`config.mk`:
```
export PLATFORM = sky130hd
export DESIGN_NAME = instr_fetch
export DESIGN_NICKNAME = d
export VERILOG_FILES = /design/src/rtl/fetch_pkg.sv /design/src/rtl/fetch_perf_cnt.sv /design/src/rtl/instr_fetch.sv
export SDC_FILE = /design/constraint.sdc
export NUM_CORES = 1
export LEC_CHECK = 0
export ABC_CLOCK_PERIOD_IN_PS = 1800
export BUFFER_PORTS_ARGS = -buffer_cell sky130_fd_sc_hd__buf_2
export CAP_MARGIN = 25
export CORE_AREA = 2 2 55 57
export CTS_BUF_LIST = sky130_fd_sc_hd__clkbuf_8
export CTS_CLUSTER_DIAMETER = 120
export DETAILED_ROUTE_END_ITERATION = 16
export DIE_AREA = 0 0 57 59
export MAX_ROUTING_LAYER = met4
export PLACE_DENSITY = 0.8
export RECOVER_POWER = 25
export SYNTH_ARGS = -nofsm -noshare
export SYNTH_HDL_FRONTEND = slang
export SYNTH_SLANG_ARGS = --single-unit
```
`constraint.sdc`:
```
create_clock -name clk -period 1.8 [get_ports clk]
set_input_delay 0.36 -clock clk [delete_from_list [all_inputs] [get_ports clk]]
set_output_delay 0.36 -clock clk [all_outputs]
set_load 0.02 [all_outputs]
```
`src/rtl/fetch_pkg.sv`:
```
// Shared types and constants for the instruction fetch unit.
package fetch_pkg;

  typedef enum logic [1:0] {
    IDLE = 2'd0,
    RUN  = 2'd1,
    HALT = 2'd2
  } fetch_state_t;

  localparam int INSTR_W = 9;
  localparam logic [INSTR_W-1:0] HALT_OP = 9'b111000000;

endpackage

```
`src/rtl/fetch_perf_cnt.sv`:
```
// Saturating count of issued instructions; updates on the edge an issue occurs.
// Zero latency beyond the register; no backpressure, inc is sampled every edge.
module fetch_perf_cnt (
  input  logic        clk,
  input  logic        reset,
  input  logic        clr,
  input  logic        inc,
  output logic [15:0] count
);

  always_ff @(posedge clk) begin
    if (reset || clr) begin
      count <= '0;
    end else if (inc && (count != 16'hFFFF)) begin
      count <= count + 16'd1;
    end
  end

endmodule

```
`src/rtl/instr_fetch.sv`:
```
// PC + instruction register in front of a combinational ROM; one word/cycle, 1-cycle fetch latency.
// stall freezes PC and IR; optional fetch_count port exists only with FETCH_PERF_CNT_EN defined.
module instr_fetch #(
  parameter int                   ROM_SIZE   = 256,
  parameter int                   INSTR_W    = fetch_pkg::INSTR_W,
  parameter int                   ADDR_W     = $clog2(ROM_SIZE),
  parameter logic [ADDR_W-1:0]    START_ADDR = '0,
  parameter logic [INSTR_W-1:0]   HALT_OP    = fetch_pkg::HALT_OP
) (
  input  logic               clk,
  input  logic               reset,
  input  logic               start,
  input  logic               stall,
  input  logic               br_taken,
  input  logic [ADDR_W-1:0]  br_target,
  output logic [ADDR_W-1:0]  instr_addr,
  input  logic [INSTR_W-1:0] instr_in,
  output logic [INSTR_W-1:0] instr_out,
  output logic               instr_valid,
  output logic [ADDR_W-1:0]  pc_out,
  output logic               halted
`ifdef FETCH_PERF_CNT_EN
  ,
  output logic [15:0]        fetch_count
`endif
);

  import fetch_pkg::*;

  fetch_state_t      state_q, state_d;
  logic [ADDR_W-1:0] pc;
  logic              accept_start;
  logic              redirect;
  logic              issue;

  assign instr_addr = pc;

  always_ff @(posedge clk) begin
    if (reset) begin
      state_q <= IDLE;
    end else begin
      state_q <= state_d;
    end
  end

  always_comb begin
    state_d      = state_q;
    accept_start = 1'b0;
    redirect     = 1'b0;
    issue        = 1'b0;
    case (state_q)
      IDLE, HALT: begin
        if (start) begin
          accept_start = 1'b1;
          state_d      = RUN;
        end
      end
      RUN: begin
        // A branch squashes the word fetched alongside it, HALT included.
        if (!stall) begin
          if (br_taken) begin
            redirect = 1'b1;
          end else begin
            issue = 1'b1;
            if (instr_in == HALT_OP) begin
              state_d = HALT;
            end
          end
        end
      end
      default: state_d = IDLE;
    endcase
  end

  always_ff @(posedge clk) begin
    if (reset) begin
      pc          <= '0;
      instr_out   <= '0;
      pc_out      <= '0;
      instr_valid <= 1'b0;
      halted      <= 1'b0;
    end else if (accept_start) begin
      pc          <= START_ADDR;
      instr_valid <= 1'b0;
      halted      <= 1'b0;
    end else if (redirect) begin
      pc          <= br_target;
      instr_valid <= 1'b0;
    end else if (issue) begin
      instr_out   <= instr_in;
      pc_out      <= pc;
      instr_valid <= 1'b1;
      pc          <= pc + ADDR_W'(1);
    end else if (state_q == HALT) begin
      instr_valid <= 1'b0;
      halted      <= 1'b1;
    end
  end

`ifdef FETCH_PERF_CNT_EN
  fetch_perf_cnt u_perf_cnt (
    .clk   (clk),
    .reset (reset),
    .clr   (accept_start),
    .inc   (issue),
    .count (fetch_count)
  );
`endif

endmodule

```
==> results of run 1 <==
[logic make-up (layout without fill, tap and decap cells)]
family | Yosys count | count (layout)
buf+inv | 12 | 65
flops | 29 | 29
mux | 3 | 3
fa+ha+maj | 1 | 1
compound gates | 44 | 44
simple gates | 72 | 72
[metrics by stage]
step                      utilization  area, um2  setup WS (ns)
final                           0.617       1670          0.332
after global routing            0.617       1670          0.220
after CTS                       0.623       1690          0.349
after detailed placement        0.580       1570          0.267
after global placement          0.580       1570          0.329
after floorplan                     -       1310          0.284
[how the worst min path moves through the flow]
stage / slack, ns / end / startpoint / cells after the start
after floorplan: 0.50 / instr_out[0] / instr_in[0] / 2
after global placement: 0.44 / pc_out[4] / pc_out[4] / 2
after detailed placement: 0.45 / instr_out[3] / instr_out[3] / 2
after CTS: 0.32 / instr_out[8] / instr_in[8] / 3
after global routing: 0.32 / instr_out[8] / instr_in[8] / 3
final: 0.33 / instr_out[8] / instr_in[8] / 3
[cell usage after synthesis, drive strengths merged, types with 2 or more instances]
master	number	area, um2
and3	3	20.0
nand3	5	30.0
inv	2	7.51
o41ai	2	17.5
a31oi	3	18.8
a22oi	3	22.5
o21a	2	15.0
o21ai	6	30.0
nor3	2	10.0
nand2	43	169
clkbuf	4	15.0
nor2	9	36.3
nand4	2	12.5
nand2b	2	12.5
mux2i	3	30.0
buf	6	50.0
nor2b	2	20.0
dfxtp	29	581
a21oi	23	115
[final cells by class]
cell class                 count  area, um2  area share
clock buffer                   6       82.6      0.0494
timing repair buffer          55        277       0.165
multi-input combinational    120        653       0.390
inverter                       2       7.51     0.00449
sequential                    29        581       0.347
tap                           31       38.8      0.0232
clock inverter                 2       33.8      0.0202
[state kept, by name (all words and copies together) (netlist names)]
name         count
instr_out        9
instr_addr       8
pc_out           8
state_q          2
halted           1
instr_valid      1
[critical path: stages (launching register included)]
cell and delay, ns:
dfxtp_1 0.41, ha_1 0.22, and3_2 0.22, nand3_2 0.08
or3_1 0.32, a31oi_1 0.15
[per-layer routing]
layer / share of wire / vias to the layer above / global-route usage
met5: 0 / - / -
met4: 0.016 / 0 / 0.0831
met3: 0.064 / 7 / 0.0459
met2: 0.48 / 45 / 0.330
met1: 0.44 / 594 / 0.235
li1: - / 659 / -
[power by group]
| part | internal, uW | switching (uW) |
|---|---|---|
| Combinational | 57.6 | 81.4 |
| Clock | 445 | 243 |
| Sequential | 654 | 12.0 |
==> results.cfg, run 1 <==
[routing]
num_vias = 1305
dr.pass1.iters = 4
via_per_inst = 5.33
wl_per_cell_um = 12.6
route.detailed.drc = 0
drt_iter0_drc = 21
finalWirelength_um = 3080
ant_nets = 0

[pwr]
cellPowerDensity_nw_per_um2 = 893
ir_drop_v = 0.000766
total_leakage_power_uw = 0.000685
finalPower_uw = 1490

[global_routing]
first_global_vias = 1186
grt_antenna_before_repair = 0
grt_pass1_wl_um = 5040
overflow = 0
grt_util_all_layers = 0.200
grt_max_degree = 20

[final_layout]
fin_nets = 236
syn2layout_area_growth_pct = 28.1
layout_commonest_cell = nand2_1
fill_cells = 266
layout_common_cells = nand2_1, buf_2, dfxtp_1, a21oi_1, clkbuf_1
layout.cells.non_filler = 245
antennaDiodeCount = 0
drive_gt1_frac = 0.257

[critical_path]
path_max_fanout = 6
endpoint = instr_addr[6]
start_kind = flop
cp-end-kind = flop
worstSetupStartpoint = instr_addr[1]
r2r_end = instr_addr[6]
r2r_slack_ns = 0.33
required_ns = 2.01
critPathKind = reg2reg
rr_worst_depth = 5
rr_startpoint = instr_addr[1]
worstPathArrival_ns = 1.68

[sta]
hold_viol = 0
post-route-min-period_ns = 1.47
setup-violations-final = 0
skew_ns = 0.00567
rsz0062_at_grt = false
drv_slew = 0
fmax_mhz = 681
fin_hold_ws_ns = 0.326
worst_pin_slew_ns = 0.477
setup_tns_ns = 0
post-route-period-util = 0.815
max_slew_margin = 0.682

[flow_run]
drv_cap = 0

[die]
die_w_um = 57
fp.coreArea_um2 = 2710
dieArea_um2 = 3360
row_count = 19
start_util = 0.482
die_h_um = 59
pin_count = 49

[cts]
cts_tree = built
cts-root-buf = clkbuf_8
postCtsResizedCells = 0
clock_sinks = 29
cts_setup_buffers = 0
htree_levels = 2
clk_pin_slew_ns = 0.06
numCtsBuffers = 5
clockBufferDepth = 2
cts_hold_buf = 0
clkLatencyLatePin_ns = 0.28

[synth]
async_reset_ff_frac = 0
synth.avg_cell_area_um2 = 8.11
ys_types = 36
synth_compound_area_frac = 0.199
synth_top_family_by_area = simple AND/OR/NAND/NOR gates
synth_cells = 161
synthSimpleGateAreaFrac = 0.268
synthFlopType = dfxtp_1
syn_area_um2 = 1310
synth-edff-count = 0
synth_xor_area_frac = 0
synth-seq-cells = 29
ys_seq_area_frac = 0.444
synthMuxAreaShare = 0.0230
synthesis.nets = 184
yosysWarnings = 0
synth-adder-area-share = 0.00958

[placement]
gp_congestion = 0.775
place_inst = 237
hpwlAfterDp_um = 2250
io_buffers = 48

[status]
outcome = finished clean

[worst_hold_path]
hp-class = in2reg
No activity file was read; power rests on OpenSTA's default activity.
==> run 2, diff against run 1 <==
- ABC_CLOCK_PERIOD_IN_PS: 1800 -> 1300
- CORE_AREA: 2 2 55 57 -> 2 2 57 59
- DIE_AREA: 0 0 57 59 -> 0 0 59 61
- PLACE_DENSITY: 0.8 -> 0.79
- clock period: 1.8 -> 1.3 ns (I/O delays scaled with it)
==> results.cfg, run 2 (synthesis results as in run 1) <==
[cts]
cts_hold_buf = 0
htree_levels = 2
cts_tree = built
clk_pin_slew_ns = 0.06
numCtsBuffers = 5
clockBufferDepth = 2
cts-root-buf = clkbuf_8
clkLatencyLatePin_ns = 0.28
clock_sinks = 29

[routing]
route.detailed.drc = 0
dr.pass1.iters = 4
wl_per_cell_um = 13.4
via_per_inst = 5.31
finalWirelength_um = 3500
ant_nets = 0
drt_iter0_drc = 38
num_vias = 1386

[sta]
fin_hold_ws_ns = 0.207
hold_viol = 0
worst_slack_ns = -0.0268
skew_ns = 0.00349
post-route-period-util = 1.02
worst_pin_slew_ns = 0.425
post-route-min-period_ns = 1.33
fmax_mhz = 754
drv_slew = 0
max_slew_margin = 0.717
setup-violations-final = 1
rsz0062_at_grt = true

[critical_path]
worstPathArrival_ns = 1.53
crit_chain = ha_4 > and3_4 > nand3_2 > or3_1 > a31oi_1
required_ns = 1.51
rr_startpoint = instr_addr[1]
rr_worst_depth = 5
cpMaxStageDelayCell = dfxtp_4
cp-end-kind = flop
worstSetupStartpoint = instr_addr[1]
path_buf_inv = 0
r2r_slack_ns = -0.03
critPathKind = reg2reg
crit_family = simple AND/OR/NAND/NOR gates
r2r_end = instr_addr[6]
cp_slowest_stage_delay_ns = 0.36
start_kind = flop
path_max_fanout = 3

[flow_run]
drv_cap = 0

[global_routing]
first_global_vias = 1202
grt_max_degree = 20
grt_util_all_layers = 0.209
grt_antenna_before_repair = 0
overflow = 0
grt_pass1_wl_um = 5330

[die]
start_util = 0.442
row_count = 20
fp.coreArea_um2 = 2950
die_w_um = 59
dieArea_um2 = 3600
die_h_um = 61
pin_count = 49

[final_layout]
drive_gt1_frac = 0.412
layout.cells.non_filler = 261
fin_nets = 250
syn2layout_area_growth_pct = 45.9
largest_register = instr_out
largest_reg_flops = 9
antennaDiodeCount = 0
layout_common_cells = buf_2, nand2_1, a21oi_1, dfxtp_1, buf_4
fill_cells = 262
finalInstanceArea_um2 = 1910
layout_commonest_cell = buf_2

[placement]
postPlaceCellArea_um2 = 1670
hpwlAfterDp_um = 2310
place_inst = 245
io_buffers = 48
gp_congestion = 0.838

[status]
violations = setup timing
outcome = finished with violations

[pwr]
ir_drop_v = 0.000753
cellPowerDensity_nw_per_um2 = 1120
total_leakage_power_uw = 0.000832

[worst_hold_path]
hold_depth = 3
hp-class = in2reg
hold_start = instr_in[3]
min_to = instr_out[3]
[run 2: cell types whose count changed in the layout (fill, tap and decap cells not counted), moves of 3 or more]
cell	change
buf_4	+11
clkbuf_1	-12
dfxtp_2	+5
dfxtp_1	-8
buf_2	+10
dfxtp_4	+3
[run 2: area by class of cell]
type / instances / area, um2 / share of cell area
sequential: 29 / 598 / 0.314
clock inverter: 2 / 33.8 / 0.0177
timing repair buffer: 69 / 452 / 0.237
multi-input combinational: 120 / 691 / 0.362
tap: 33 / 41.3 / 0.0217
inverter: 2 / 7.51 / 0.00394
clock buffer: 6 / 82.6 / 0.0433
[run 2: report_power, final]
part           switching [uW]  leakage, uW  internal (uW)  total, uW
registers                16.3     0.000239            904        920
logic                     130     0.000531            119        250
clock network             341    0.0000626            616        956
[run 2: layer usage]
| metal | wire, um | GRT usage |
|---|---|---|
| met5 | 0 | - |
| met4 | 57 | 0.0779 |
| met3 | 161 | 0.0661 |
| met2 | 1710 | 0.351 |
| met1 | 1570 | 0.231 |
[run 2: how the worst max path moves through the flow]
stage,cells after the start,end
2_1_floorplan,5,instr_addr[6]
3_3_place_gp,6,pc_out[2]
3_5_place_dp,5,instr_out[6]
4_1_cts,5,instr_addr[6]
5_1_grt,5,instr_addr[6]
6_report,5,instr_addr[6]
[run 2: what timing repair did]
item / 4_1_cts / 5_1_grt
resized for setup: 5 / 8
buffers inserted: 4 / 3
pin swaps: 1 / 3
endpoints found under the hold margin: 0 / 0
cloned: 0 / 1
endpoints found under the setup margin: 17 / 25
[run 2: tightest hold or removal path: stages]
cell and delay [ns]:
clkbuf_1 0.08, nand2_1 0.05, a21oi_1 0.05
[run 2: per-stage QoR]
step            util  setup TNS, ns  power (uW)  setup WS (ns)
2_1_floorplan      -        -0.0128        1060        -0.0128
3_3_place_gp   0.566       -0.00377        1150       -0.00377
3_5_place_dp   0.566        -0.0982        1150        -0.0246
4_1_cts        0.620        -0.0319        2120        -0.0319
5_1_grt        0.645         -0.192        2210         -0.102
6_report       0.645        -0.0268        2130        -0.0268
